==> src/rtl/pwm_motor_pkg.sv <==
// pwm_motor_pkg
//   Shared types and helpers for the PWM motor driver.
//   - chan_state_t : per-wheel channel state (RUN / DEAD)
//   - sat_t        : {dir, duty} result of sat_mag()
//   - sat_mag()    : splits a signed wheel command into direction and a
//                    magnitude saturated to the PWM duty range.
package pwm_motor_pkg;

    typedef enum logic {
        RUN  = 1'b0,
        DEAD = 1'b1
    } chan_state_t;

    // Wide enough for any mixing width used by the driver.
    localparam int unsigned SAT_W = 32;

    typedef struct packed {
        logic             dir;
        logic [SAT_W-1:0] duty;
    } sat_t;

    // dir = 1 for a negative raw value; duty = min(|raw|, 2**duty_width-1).
    // raw == 0 yields forward with duty 0.
    function automatic sat_t sat_mag(input logic signed [SAT_W-1:0] raw,
                                     input int unsigned             duty_width);
        sat_t             r;
        logic [SAT_W-1:0] mag;
        logic [SAT_W-1:0] max_duty;
        mag      = raw[SAT_W-1] ? SAT_W'(-raw) : SAT_W'(raw);
        max_duty = (SAT_W'(1) << duty_width) - SAT_W'(1);
        r.dir    = raw[SAT_W-1];
        r.duty   = (mag > max_duty) ? max_duty : mag;
        return r;
    endfunction

endpackage

==> src/rtl/pwm_motor_driver_channel.sv <==
// pwm_channel
//   One wheel of the motor driver: run/dead-time FSM, latched duty and
//   direction, and the PWM compare against the shared period counter.
//   Ports:
//     clk, reset      system clock, async active-high reset
//     enable_q        synchronised enable; low forces pwm low
//     boundary        one-cycle strobe at the last tick of a PWM period
//     pwm_cnt         shared PWM period counter
//     req_dir/duty    requested direction/duty, sampled at boundary
//     pwm, dir        H-bridge outputs for this wheel
module pwm_channel
    import pwm_motor_pkg::*;
#(
    parameter int unsigned DUTY_WIDTH   = 10,
    parameter int unsigned DEAD_PERIODS = 2
) (
    input  logic                  clk,
    input  logic                  reset,
    input  logic                  enable_q,
    input  logic                  boundary,
    input  logic [DUTY_WIDTH-1:0] pwm_cnt,
    input  logic                  req_dir,
    input  logic [DUTY_WIDTH-1:0] req_duty,
    output logic                  pwm,
    output logic                  dir
);

    localparam int unsigned DC_W = (DEAD_PERIODS > 1) ? $clog2(DEAD_PERIODS) : 1;

    chan_state_t           state;
    logic [DUTY_WIDTH-1:0] duty;
    logic [DC_W-1:0]       dead_cnt;

    always_ff @(posedge clk or posedge reset) begin
        if (reset) begin
            state    <= RUN;
            duty     <= '0;
            dir      <= 1'b0;
            dead_cnt <= '0;
            pwm      <= 1'b0;
        end else begin
            pwm <= enable_q && (pwm_cnt < duty);
            if (boundary) begin
                case (state)
                    RUN: begin
                        if (req_dir == dir) begin
                            duty <= req_duty;
                        end else begin
                            // Hold the wheel off before reversing; dir flips
                            // only when the dead-time has fully elapsed.
                            duty     <= '0;
                            dead_cnt <= DC_W'(DEAD_PERIODS - 1);
                            state    <= DEAD;
                        end
                    end
                    DEAD: begin
                        if (dead_cnt != '0) begin
                            dead_cnt <= dead_cnt - 1'b1;
                        end else begin
                            dir   <= req_dir;
                            duty  <= req_duty;
                            state <= RUN;
                        end
                    end
                    default: state <= RUN;
                endcase
            end
        end
    end

endmodule

==> src/rtl/pwm_motor_driver.sv <==
// pwm_motor_driver
//   Mixes a signed PID correction with a base speed into left/right wheel
//   duty cycles and drives one PWM + direction pin per wheel.
//   Ports:
//     clk, reset          system clock, async active-high reset
//     enable              1 = drive motors, 0 = both PWM outputs low
//     control_signal_in   signed fixed-point PID correction (+ steers right)
//     base_speed          nominal forward duty
//     pwm_left/right      H-bridge PWM outputs
//     dir_left/right      direction outputs, 0 = forward
//     period_start        one-cycle pulse aligned with pwm_cnt == 0
module pwm_motor_driver
    import pwm_motor_pkg::*;
#(
    parameter int unsigned PID_OUT_WIDTH = 16,
    parameter int unsigned CTRL_SHIFT    = 8,
    parameter int unsigned DUTY_WIDTH    = 10,
    parameter int unsigned PRESCALE      = 6,
    parameter int unsigned DEAD_PERIODS  = 2
) (
    input  logic                            clk,
    input  logic                            reset,
    input  logic                            enable,
    input  logic signed [PID_OUT_WIDTH-1:0] control_signal_in,
    input  logic        [DUTY_WIDTH-1:0]    base_speed,
    output logic                            pwm_left,
    output logic                            pwm_right,
    output logic                            dir_left,
    output logic                            dir_right,
    output logic                            period_start
);

    localparam int unsigned PS_W  = (PRESCALE > 1) ? $clog2(PRESCALE) : 1;
    localparam int unsigned RAW_W =
        ((DUTY_WIDTH > PID_OUT_WIDTH) ? DUTY_WIDTH : PID_OUT_WIDTH) + 2;

    logic [PS_W-1:0]       ps_cnt;
    logic [DUTY_WIDTH-1:0] pwm_cnt;
    logic                  tick;
    logic                  boundary;
    logic                  enable_q;

    assign tick     = (ps_cnt == PS_W'(PRESCALE - 1));
    assign boundary = tick && (&pwm_cnt);

    always_ff @(posedge clk or posedge reset) begin
        if (reset) begin
            ps_cnt       <= '0;
            pwm_cnt      <= '0;
            period_start <= 1'b0;
            enable_q     <= 1'b0;
        end else begin
            ps_cnt       <= tick ? '0 : ps_cnt + 1'b1;
            if (tick) begin
                pwm_cnt <= pwm_cnt + 1'b1;
            end
            period_start <= boundary;
            enable_q     <= enable;
        end
    end

    // Mixing: sign-extend first so the arithmetic shift floors toward -inf.
    logic signed [RAW_W-1:0] ctrl_ext;
    logic signed [RAW_W-1:0] corr;
    logic signed [RAW_W-1:0] base_ext;
    logic signed [RAW_W-1:0] left_raw;
    logic signed [RAW_W-1:0] right_raw;

    assign ctrl_ext  = RAW_W'(control_signal_in);
    assign corr      = ctrl_ext >>> CTRL_SHIFT;
    assign base_ext  = RAW_W'(base_speed);
    assign left_raw  = base_ext + corr;
    assign right_raw = base_ext - corr;

    sat_t left_sat;
    sat_t right_sat;
    logic sat_unused;

    assign left_sat   = sat_mag(SAT_W'(left_raw),  DUTY_WIDTH);
    assign right_sat  = sat_mag(SAT_W'(right_raw), DUTY_WIDTH);
    // Upper duty bits are always zero after saturation.
    assign sat_unused = ^{left_sat.duty[SAT_W-1:DUTY_WIDTH],
                          right_sat.duty[SAT_W-1:DUTY_WIDTH]};

    pwm_channel #(
        .DUTY_WIDTH   (DUTY_WIDTH),
        .DEAD_PERIODS (DEAD_PERIODS)
    ) u_left (
        .clk      (clk),
        .reset    (reset),
        .enable_q (enable_q),
        .boundary (boundary),
        .pwm_cnt  (pwm_cnt),
        .req_dir  (left_sat.dir),
        .req_duty (left_sat.duty[DUTY_WIDTH-1:0]),
        .pwm      (pwm_left),
        .dir      (dir_left)
    );

    pwm_channel #(
        .DUTY_WIDTH   (DUTY_WIDTH),
        .DEAD_PERIODS (DEAD_PERIODS)
    ) u_right (
        .clk      (clk),
        .reset    (reset),
        .enable_q (enable_q),
        .boundary (boundary),
        .pwm_cnt  (pwm_cnt),
        .req_dir  (right_sat.dir),
        .req_duty (right_sat.duty[DUTY_WIDTH-1:0]),
        .pwm      (pwm_right),
        .dir      (dir_right)
    );

endmodule

==> config.mk <==
export PLATFORM = sky130hd
export DESIGN_NAME = pwm_motor_driver
export DESIGN_NICKNAME = d
export VERILOG_FILES = /design/src/rtl/pwm_motor_pkg.sv /design/src/rtl/pwm_motor_driver_channel.sv /design/src/rtl/pwm_motor_driver.sv
export SDC_FILE = /design/constraint.sdc
export NUM_CORES = 1
export LEC_CHECK = 0
export CAP_MARGIN = 20
export CORE_ASPECT_RATIO = 0.6
export CORE_MARGIN = 2
export CORE_UTILIZATION = 28
export DETAILED_ROUTE_END_ITERATION = 10
export MAX_ROUTING_LAYER = met4
export SLEW_MARGIN = 20
export SYNTH_ARGS = -nofsm -noshare
export SYNTH_HDL_FRONTEND = slang
export SYNTH_SLANG_ARGS = --single-unit
export TNS_END_PERCENT = 100
==> constraint.sdc <==
create_clock -name clk -period 2.89 [get_ports clk]
set_clock_uncertainty 0.15 [all_clocks]
set_input_delay 0.289 -clock clk [delete_from_list [all_inputs] [get_ports clk]]
set_output_delay 0.289 -clock clk [all_outputs]
set_load 0.05 [all_outputs]
==> qor.csv <==
metric;value;unit
outcome;complete, but fails checks;
antenna_found_initial;0;
fin_nets;659;
dp_hpwl;9290;um
io_pins;34;
grt_usage;0.175;
synthAdderAreaFrac;0.146;
synth_top_family_by_area;compound AO/OA/AOI/OAI gates;
drv_slew;0;
layout.cells.non_filler;778;
n_antenna_cell;0;
syn_nets;502;
syn_avg_cell_area;9.24;um2
synth_top_area_share;0.272;
hold_viol;0;
core_area;13700;um2
peakVddDrop;0.222;mV
synth_edf_count;0;
wl_per_cell;15.8;um
cts-root-buf;clkbuf_16;
max_cap_viol_count;0;
syn_inst;428;
r2r-end;u_left.duty[4]$_DFFE_PP0P_;
r2r_start;pwm_cnt[1]$_DFFE_PP0P_;
clk_path_buf_depth;2;
h-tree-depth;2;
p_per_area;398;nW/um2
setup_ws;-0.0635;ns
dr.pass1.iters;4;
cp-endpoint;u_right.duty[4]$_DFFE_PP0P_;
relSlewSlack;0.628;
worstSetupStartpoint;base_speed[0];
drt_wl_total;12300;um
failed_checks;setup timing;
via_per_inst;4.97;
drt-initial-drc-count;158;
grt_pass1_wl;20000;um
fp.dieArea;15100;um2
cp.required;2.97;ns
startpoint_type;input port;
synth_compound_area_frac;0.248;
r2r_cells;12;
initial_utilization;0.289;
cts_inserted_buffers;5;
clkLatencyLatePin;0.29;ns
ys_top_cells_by_count;43 x dfrtp_1, 43 x ha_1, 40 x inv_1;
ant_nets;0;
clkTransAtPathRegs;0.06;ns
p_leak;2.84;nW
worst-slew-pin-transition;0.558;ns
critPathMaxFanout;5;
hold_ws;0.287;ns
ys.flop_type;dfrtp_1;
die_h;96.1;um
post-route-drc-count;0;
core.rowCount;33;
hold_buffers;0;
worstSetupPathType;input port to flip-flop;
netlist_area;3960;um2
rrSetupSlack;0.23;ns
num_vias;3868;
fin_util;0.437;
dp.cells;747;
end_kind;flip-flop;
rsz0062_at_grt;yes;
ys_async_sr_fraction;1.00;
grt_pass1_vias;3844;
ys_warn_count;0;
ys_seq_area_frac;0.272;
synth_xor_area_frac;0.0917;
synthSimpleGateAreaFrac;0.167;
synth_seq_cells;43;
final.setup.tns;-0.358;ns
fin_crit;2.95;ns
drive_above_1_share;0.401;
synthMuxAreaShare;0.0136;
setup_viol;7;
io_buffers;25;
synthTopCellsByArea;dfrtp_1 27%, ha_1 14%, xnor2_1 4.9%;
hp-class;input port to async pin;
worstPathArrival;3.03;ns
grt_start_max_net_pins;44;
synth_top_area_cell;dfrtp_1;
finalCritPeriodShare;1.02;
place_congestion;0.914;
die_w;157;um
cts_tree;built;
cts_sinks;43;
grt_overflow;0;
fmax;339;MHz
area_growth;51.5;%
synth_cell_type_count;71;
report_power, final:
| part | switching (mW) | internal [mW] |
|---|---|---|
| Clock | 0.235 | 0.320 |
| Combinational | 0.549 | 0.598 |
| Sequential | 0.0336 | 0.652 |
repair_timing:
action                     CTS  global route
pin swaps                   34            26
resized for setup           94            44
gates cloned                 2             0
setup buffers               16             7
setup endpoints to repair   23            20
registers in the layout, indices dropped and copies added, names as in the netlist:
signal and flops:
pwm_cnt 10, u_left.duty 10, u_right.duty 10, ps_cnt 3, enable_q 1, period_start 1, u_left.dead_cnt 1, u_left.dir 1
u_left.pwm 1, u_left.state 1, u_right.dead_cnt 1, u_right.dir 1, u_right.pwm 1, u_right.state 1
worst min path at each step:
| stage | end | slack [ns] | cells past startpoint |
|---|---|---|---|
| final | u_right.pwm$_DFF_PP0_ | 0.29 | 3 |
| after global routing | enable_q$_DFF_PP0_ | 0.28 | 1 |
| after CTS | enable_q$_DFF_PP0_ | 0.28 | 1 |
| after detailed placement | u_right.duty[7]$_DFFE_PP0P_ | 0.33 | 1 |
| after global placement | u_right.duty[7]$_DFFE_PP0P_ | 0.33 | 1 |
| after floorplan | enable_q$_DFF_PP0_ | 0.17 | 0 |
worst max-delay path: stages:
cell,delay [ns]
buf_8,0.08
inv_4,0.03
ha_4,0.16
fa_2,0.34
and2b_2,0.28
o2111ai_4,0.17
a311oi_4,0.36
buf_4,0.17
buf_6,0.09
nor4_2,0.04
or3_4,0.40
a211oi_4,0.34
buf_4,0.18
a221o_1,0.09
placed cells by master, fill, tap and decap left out, types with 10 or more instances in the layout:
master / instances
a21o_1: 14
a21oi_1: 22
buf_4: 123
buf_6: 14
dfrtp_1: 41
ha_1: 27
ha_4: 12
inv_1: 30
inv_2: 10
nand2_1: 23
nand3_1: 13
nor2_1: 22
o21ai_0: 12
xnor2_1: 19
xor2_1: 15
stage by stage:
stage | setup slack, ns | area [um2] | total power, mW
final | -0.0635 | 5990 | 2.39
after global placement | -0.713 | 5230 | 1.63
after detailed placement | -0.797 | 5230 | 1.66
after CTS | -0.0588 | 5830 | 2.34
after floorplan | 0.00325 | 3960 | 1.24
after global routing | -0.170 | 5990 | 2.53
area by class of cell:
| type | count | area [um2] |
|---|---|---|
| clock buffers | 7 | 133 |
| multi-input cells | 330 | 3040 |
| repair buffers | 163 | 1330 |
| well taps | 192 | 240 |
| fillers | 1308 | 7720 |
| inverters | 42 | 164 |
| flip-flops and latches | 43 | 1080 |
| clock inverters | 1 | 5.00 |
logic make-up (layout without fill, tap and decap cells):
family                   after synthesis  after routing
AO/OA/AOI/OAI                        126            126
buffers and inverters                 55            213
AND/OR/NAND/NOR                      115            115
flip-flops                            43             43
adder cells (fa/ha/maj)               45             45
XOR/XNOR                              39             39
multiplexers                           5              5
routing by layer:
metal,GRT usage,wire [um],vias up
li1,-,-,1878
met1,0.262,6460,1892
met2,0.251,5200,89
met3,0.0239,504,9
met4,0.0326,90,0
met5,-,0,-
(Power assumes the default switching activity.)
